**src/rtl/reflet_regbank_pkg.sv**
```systemverilog
// Shared definitions for the Reflet register bank: architectural register ids
// and the SP adjust encoding.
package reflet_regbank_pkg;

    localparam int unsigned NB_REGS   = 16;
    localparam int unsigned REG_IDX_W = 4;

    // Architectural register ids
    localparam logic [REG_IDX_W-1:0] WR_ID = 4'd0;
    localparam logic [REG_IDX_W-1:0] SR_ID = 4'd1;
    localparam logic [REG_IDX_W-1:0] PC_ID = 4'd2;
    localparam logic [REG_IDX_W-1:0] SP_ID = 4'd3;

    // SP adjust encoding; the reserved code behaves as no adjust
    typedef enum logic [1:0] {
        SP_NONE = 2'b00,
        SP_INC  = 2'b01,
        SP_DEC  = 2'b10,
        SP_RSVD = 2'b11
    } sp_op_e;

endpackage

```
**src/rtl/reflet_shadow_stack.sv**
```systemverilog
// Hardware LIFO saving {WR, SR, PC} on interrupt entry and restoring it on
// return. Tracks nesting depth and latches a sticky error on overflow/underflow.
// Ports:
//   clk, reset      clock, async active-low reset
//   push, pop       requests (push has priority; caller keeps them exclusive)
//   push_data       context word {WR, SR, PC} to save
//   top_data        most recently saved context (valid when !empty)
//   depth           current nesting depth
//   full, empty     depth == nb_int_levels / depth == 0
//   error           sticky overflow/underflow flag
module reflet_shadow_stack #(
    parameter int unsigned wordsize      = 16,
    parameter int unsigned nb_int_levels = 4
) (
    input  logic                                 clk,
    input  logic                                 reset,
    input  logic                                 push,
    input  logic                                 pop,
    input  logic [3*wordsize-1:0]                push_data,
    output logic [3*wordsize-1:0]                top_data,
    output logic [$clog2(nb_int_levels+1)-1:0]   depth,
    output logic                                 full,
    output logic                                 empty,
    output logic                                 error
);

    localparam int unsigned DEPTH_W = $clog2(nb_int_levels + 1);
    localparam int unsigned ADDR_W  = (nb_int_levels > 1) ? $clog2(nb_int_levels) : 1;
    localparam int unsigned CTX_W   = 3 * wordsize;

    logic [CTX_W-1:0]   mem_q [nb_int_levels];
    logic [DEPTH_W-1:0] depth_q, depth_d;
    logic               err_q, err_d;
    logic               wr_en;
    logic [ADDR_W-1:0]  wr_addr, rd_addr;

    assign full    = (depth_q == DEPTH_W'(nb_int_levels));
    assign empty   = (depth_q == '0);
    assign wr_addr = ADDR_W'(depth_q);
    assign rd_addr = ADDR_W'(depth_q - DEPTH_W'(1));

    // Depth/error next state; a rejected push or pop only raises the error
    always_comb begin
        depth_d = depth_q;
        err_d   = err_q;
        wr_en   = 1'b0;
        if (push) begin
            if (full) begin
                err_d = 1'b1;
            end else begin
                depth_d = depth_q + DEPTH_W'(1);
                wr_en   = 1'b1;
            end
        end else if (pop) begin
            if (empty) begin
                err_d = 1'b1;
            end else begin
                depth_d = depth_q - DEPTH_W'(1);
            end
        end
    end

    always_ff @(posedge clk or negedge reset) begin
        if (!reset) begin
            depth_q <= '0;
            err_q   <= 1'b0;
        end else begin
            depth_q <= depth_d;
            err_q   <= err_d;
        end
    end

    // Context storage; contents are meaningless after reset so no reset needed
    always_ff @(posedge clk) begin
        if (wr_en) begin
            mem_q[wr_addr] <= push_data;
        end
    end

    assign top_data = mem_q[rd_addr];
    assign depth    = depth_q;
    assign error    = err_q;

endmodule

```
**src/rtl/reflet_regbank.sv**
```systemverilog
// Reflet CPU register bank and write-back sequencer: 16 architectural
// registers, PC step, SP push/pop adjust, quit latch and a hardware shadow
// stack for nested interrupt context.
// Ports:
//   clk, reset                  clock, async active-low reset
//   enable, stall               update gating (update when enable && !stall && !quit)
//   wr_valid/wr_index/wr_content  general register write
//   sp_op                       SP adjust (none / inc / dec / reserved)
//   quit_req                    quit instruction retiring
//   int_enter/int_routine       interrupt entry and handler address
//   int_return                  return from interrupt
//   rd_index/rd_data            combinational read port
//   wr_out, sr_out, pc_out, sp_out  special register views
//   quit, int_depth, shadow_err status
module reflet_regbank
    import reflet_regbank_pkg::*;
#(
    parameter int unsigned wordsize      = 16,
    parameter int unsigned nb_int_levels = 4
) (
    input  logic                                 clk,
    input  logic                                 reset,
    input  logic                                 enable,
    input  logic                                 stall,
    input  logic                                 wr_valid,
    input  logic [3:0]                           wr_index,
    input  logic [wordsize-1:0]                  wr_content,
    input  logic [1:0]                           sp_op,
    input  logic                                 quit_req,
    input  logic                                 int_enter,
    input  logic [wordsize-1:0]                  int_routine,
    input  logic                                 int_return,
    input  logic [3:0]                           rd_index,
    output logic [wordsize-1:0]                  rd_data,
    output logic [wordsize-1:0]                  wr_out,
    output logic [wordsize-1:0]                  sr_out,
    output logic [wordsize-1:0]                  pc_out,
    output logic [wordsize-1:0]                  sp_out,
    output logic                                 quit,
    output logic [$clog2(nb_int_levels+1)-1:0]   int_depth,
    output logic                                 shadow_err
);

    localparam int unsigned CTX_W = 3 * wordsize;
    localparam logic [wordsize-1:0] SP_STEP = wordsize'(wordsize / 8);
    localparam logic [wordsize-1:0] PC_STEP = wordsize'(1);

    logic [wordsize-1:0] regs_q [NB_REGS];
    logic [wordsize-1:0] regs_d [NB_REGS];
    logic                quit_q, quit_d;

    logic                upd, push, pop, do_enter, do_return, normal;
    logic                stk_full, stk_empty;
    logic [CTX_W-1:0]    stk_top, stk_push_data;

    // An overflowed entry or underflowed return falls through to a normal update
    assign upd       = enable & ~stall & ~quit_q;
    assign push      = upd & int_enter;
    assign pop       = upd & ~int_enter & int_return;
    assign do_enter  = push & ~stk_full;
    assign do_return = pop & ~stk_empty;
    assign normal    = upd & ~do_enter & ~do_return;

    assign stk_push_data = {regs_q[WR_ID], regs_q[SR_ID], regs_q[PC_ID]};

    reflet_shadow_stack #(
        .wordsize      (wordsize),
        .nb_int_levels (nb_int_levels)
    ) u_shadow (
        .clk       (clk),
        .reset     (reset),
        .push      (push),
        .pop       (pop),
        .push_data (stk_push_data),
        .top_data  (stk_top),
        .depth     (int_depth),
        .full      (stk_full),
        .empty     (stk_empty),
        .error     (shadow_err)
    );

    // Register next state; explicit write is applied last so it beats SP/PC stepping
    always_comb begin
        regs_d = regs_q;
        quit_d = quit_q;
        if (do_enter) begin
            regs_d[PC_ID] = int_routine;
        end else if (do_return) begin
            regs_d[WR_ID] = stk_top[3*wordsize-1:2*wordsize];
            regs_d[SR_ID] = stk_top[2*wordsize-1:wordsize];
            regs_d[PC_ID] = stk_top[wordsize-1:0];
        end else if (normal) begin
            if (quit_req) begin
                quit_d = 1'b1;
            end
            case (sp_op_e'(sp_op))
                SP_INC:  regs_d[SP_ID] = regs_q[SP_ID] + SP_STEP;
                SP_DEC:  regs_d[SP_ID] = regs_q[SP_ID] - SP_STEP;
                default: ;
            endcase
            regs_d[PC_ID] = regs_q[PC_ID] + PC_STEP;
            if (wr_valid) begin
                regs_d[wr_index] = wr_content;
            end
        end
    end

    always_ff @(posedge clk or negedge reset) begin
        if (!reset) begin
            for (int i = 0; i < NB_REGS; i++) begin
                regs_q[i] <= '0;
            end
            quit_q <= 1'b0;
        end else begin
            regs_q <= regs_d;
            quit_q <= quit_d;
        end
    end

    assign rd_data = regs_q[rd_index];
    assign wr_out  = regs_q[WR_ID];
    assign sr_out  = regs_q[SR_ID];
    assign pc_out  = regs_q[PC_ID];
    assign sp_out  = regs_q[SP_ID];
    assign quit    = quit_q;

endmodule

```
**config.mk**
```make
export PLATFORM = sky130hd
export DESIGN_NAME = reflet_regbank
export DESIGN_NICKNAME = d
export VERILOG_FILES = /design/src/rtl/reflet_regbank_pkg.sv /design/src/rtl/reflet_shadow_stack.sv /design/src/rtl/reflet_regbank.sv
export SDC_FILE = /design/constraint.sdc
export NUM_CORES = 1
export LEC_CHECK = 0
export BUFFER_PORTS_ARGS = -buffer_cell sky130_fd_sc_hd__buf_2
export CORE_MARGIN = 10
export CORE_UTILIZATION = 35
export DETAILED_ROUTE_END_ITERATION = 10
export GPL_TIMING_DRIVEN = 0
export SLEW_MARGIN = 20
export SYNTH_ARGS = -nofsm -noshare
export SYNTH_HDL_FRONTEND = slang
export SYNTH_HIERARCHICAL = 1
export SYNTH_SLANG_ARGS = --single-unit
```
**constraint.sdc**
```tcl
create_clock -name clk -period 4.1 [get_ports clk]
set_input_delay 0.205 -clock clk [delete_from_list [all_inputs] [get_ports clk]]
set_output_delay 0.205 -clock clk [all_outputs]
set_load 0.05 [all_outputs]
```
==> out/metrics.cfg <==
[logic_synthesis]
synth_top_flop_cell = dfrtp_1
async_reset_ff_share_pct = 57.6
yosysSeqAreaShare_pct = 57.8
synth.distinct_cells = 77
synth_area_um2 = 21300
ys_warn_count = 6
synthCells = 1404
avgSynthCellArea_um2 = 15.2
synth_edf_count = 192
synth_fp_nets = 1464
synth-seq-cells = 453

[timing]
setup_viol_count_final = 0
max_clock_freq_mhz = 256
drv_slew = 0
setup_tns_ns = 0
timing.final.crit_share_pct = 95.4
relSlewSlack_pct = 31.9
fin_worst_skew_ns = 0.0196
period_needed_ns = 3.91
rsz0062_at_grt = yes
final_hold_viol_count = 0
whs_ns = 0.0152
tightest_slew_ns = 1.01

[power_and_ir_drop]
peakVddDrop_uv = 373
clkPwrFrac_pct = 26.4
internal-power_uw = 10000
pwr-share-seq_pct = 40.2
p_leak_uw = 0.0104
switching_share_pct = 37.3
pwr-share-comb_pct = 33.4
power_switching_uw = 5940
powerDensity_nw_per_um2 = 644

[grt]
grt_overflow = 0
grt_pass1_vias = 13800
antenna_found_initial = 3
grt_max_degree = 94
grt.total_usage_pct = 18.1
grt_pass1_wl_um = 95500

[floorplan]
start_util_pct = 35.3
die_area_um2 = 71000
die-height_um = 267
io_pins = 135
core-area_um2 = 60200
die_w_um = 267
placementRows = 90

[worst_setup_path]
setup.worst_path.end_class = flop
start_kind = flop
worstPathRequired_ns = 4.56
path_class = flop to flop
r2r_slack_ns = 0.19
crit_arrival_ns = 4.37
critPathMaxFanout = 10

[route]
route.met2.wl_um = 30400
wl_met3_um = 5700
drt-total-wl_um = 64300
route.detailed.drc = 0
via_count = 13600
viasPerCell = 5.59
antenna_left = 0
wl_met1_um = 26600
drt_iter0_drc = 1599
firstDrtPassIters = 6
wl_per_cell_um = 26.5
highest_layer = met5

[clock_network]
cts_tree = built
clk_pin_slew_ns = 0.07
cts_root_buffer = clkbuf_16
clockBufferDepth = 3
cts_inserted_buffers = 49
cts_sinks = 453
ctsHtreeMaxLevel = 2
insertion_delay_ns = 0.59

[outcome]
outcome = finished, final reports clean

[place]
place_inst = 2320
placed_cell_area_um2 = 23100
dp_hpwl_um = 45000
portBuffers = 128
gp_congestion = 0.859

[flow_run]
cap_viol_max_count = 0

[cells_and_area]
syn_to_final_growth_pct = 16.4
final_area_um2 = 24800
final_util_pct = 41.1
nFillCells = 5504
fin_cells = 2429
drive_gt1_share_pct = 28.3
diodes = 0
nets = 1667

[hold_path]
hp-class = input port to flop

## power groups by stage
stage | clock network [uW] | logic, uW | registers (uW)
finish | 4200 | 5330 | 6420
global route | 4460 | 5650 | 6490
CTS | 4260 | 5370 | 6400
detailed placement | 0 | 5340 | 6480
global placement | 0 | 5270 | 6440
floorplan | 0 | 3950 | 6100
## cell families after synthesis
logic type | after synthesis | share of synthesized area, %
compound gates | 178 | 5.71
xor+xnor | 28 | 1.15
fa+ha+maj | 10 | 0.588
buf+inv | 198 | 5.45
flops | 453 | 57.8
mux | 326 | 24.0
simple gates | 211 | 5.27
## worst paths after layout
kind / start / end / depth (start not counted)
hold reg to reg: u_shadow/error$_DFFE_PN0P_ / u_shadow/error$_DFFE_PN0P_ / 1
min in group asynchronous: reset / regs_q[21]$_DFFE_PN0P_ / 2
setup reg to reg: u_shadow/depth[0]$_DFFE_PN0P_ / regs_q[170]$_DFFE_PN0P_ / 13
hold / removal: wr_content[0] / sr_out[0]$_DFFE_PN0P_ / 3
max in group asynchronous: reset / pc_out[15]$_DFFE_PN0P_ / 3
setup / recovery: u_shadow/depth[0]$_DFFE_PN0P_ / regs_q[170]$_DFFE_PN0P_ / 13
## cell usage in the layout (no fill, tap or decap), types with 5 or more instances in the layout
cell             n
nor3_1           7
o21ai_0         23
nor4_1           7
mux4_2         127
buf_2          146
nand2b_1        10
clkbuf_1        77
ha_1            10
o22ai_1         15
xnor2_1         16
and3_1           7
nand3_1         14
a222oi_1        16
mux2_1         193
xor2_1          12
a22oi_1         19
buf_4           81
inv_1           25
a21oi_1         32
a31oi_1          5
a221oi_1         6
a211oi_1        15
nor3b_1          5
dfrtp_1        261
dlygate4sd3_1   14
clkinv_2         8
nand2_1         74
clkinv_1         9
nor2_1          36
o21ai_1         17
clkbuf_16       50
edfxtp_1       192
buf_12           8
## stage by stage
stage	worst slack (ns)	power (uW)
after floorplan	0.692	10100
after CTS	0.0205	16000
after detailed placement	0.0462	11800
final	0.189	15900
after global routing	-0.0163	16600
after global placement	-2.15	11700
## sequential cells by signal (all words and copies together) (netlist names)
| register | flops |
|---|---|
| regs_q | 192 |
| u_shadow/mem_q | 192 |
| pc_out | 16 |
| sp_out | 16 |
| sr_out | 16 |
| wr_out | 16 |
| u_shadow/depth | 3 |
| quit | 1 |
| u_shadow/error | 1 |
## cells in the mapped netlist (all sizes together), types with 2 or more instances
library cell	instances	area share, %
a211oi	16	0.59
a21o	3	0.11
a21oi	32	0.75
a221oi	6	0.25
a222oi	16	0.75
a22oi	19	0.67
a2bb2oi	3	0.12
a31oi	5	0.15
a32oi	2	0.082
and2	3	0.088
and3	11	0.32
buf	108	3.9
clkbuf	61	1.1
dfrtp	261	31
edfxtp	192	27
ha	10	0.59
inv	28	0.49
mux2	194	10
mux2i	4	0.19
mux4	128	14
nand2	74	1.3
nand2b	10	0.29
nand3	16	0.42
nand4	4	0.12
nand4b	3	0.18
nor2	43	0.84
nor2b	3	0.088
nor3	11	0.41
nor3b	6	0.24
nor4	8	0.26
o211a	2	0.094
o211ai	3	0.11
o21a	2	0.071
o21ai	40	0.94
o22ai	15	0.44
o31ai	3	0.11
o32a	2	0.094
or2	5	0.16
or3	4	0.12
or3b	3	0.12
or4	3	0.12
xnor2	16	0.66
xor2	12	0.49
## worst max-delay path, cell delays in order (launching register included)
cell	delay [ns]
dfrtp_1	0.44
buf_6	0.18
buf_12	0.16
inv_1	0.10
ha_1	0.19
nand2_1	0.17
inv_1	0.11
nand2b_1	0.34
nand2_1	0.22
nor2_4	0.35
nand4b_2	0.26
nor2_2	0.55
buf_4	0.34
mux2_1	0.35
## area by class of cell
| cell class | instances | area (um^2) | share of cell area, % |
|---|---|---|---|
| tap | 782 | 978 | 3.95 |
| clock buffer | 69 | 1350 | 5.46 |
| multi-input combinational | 753 | 7860 | 31.8 |
| timing repair buffer | 152 | 963 | 3.89 |
| buffer | 169 | 1050 | 4.25 |
| clock inverter | 22 | 148 | 0.596 |
| sequential | 453 | 12300 | 49.7 |
| inverter | 29 | 109 | 0.440 |
## what timing repair did
item / in CTS / in global routing
setup buffers: 0 / 4
hold buffers: 14 / 0
gates resized for setup: 0 / 5
hold endpoints to repair: 93 / 0
setup endpoints to repair: 0 / 80
## layer usage
| metal | vias to the layer above | GRT usage (%) |
|---|---|---|
| li1 | 5731 | - |
| met1 | 7166 | 24.5 |
| met2 | 579 | 28.7 |
| met3 | 98 | 3.97 |
| met4 | 2 | 5.02 |
| met5 | - | 0 |
Note: power is estimated with default switching activity, not from simulation.
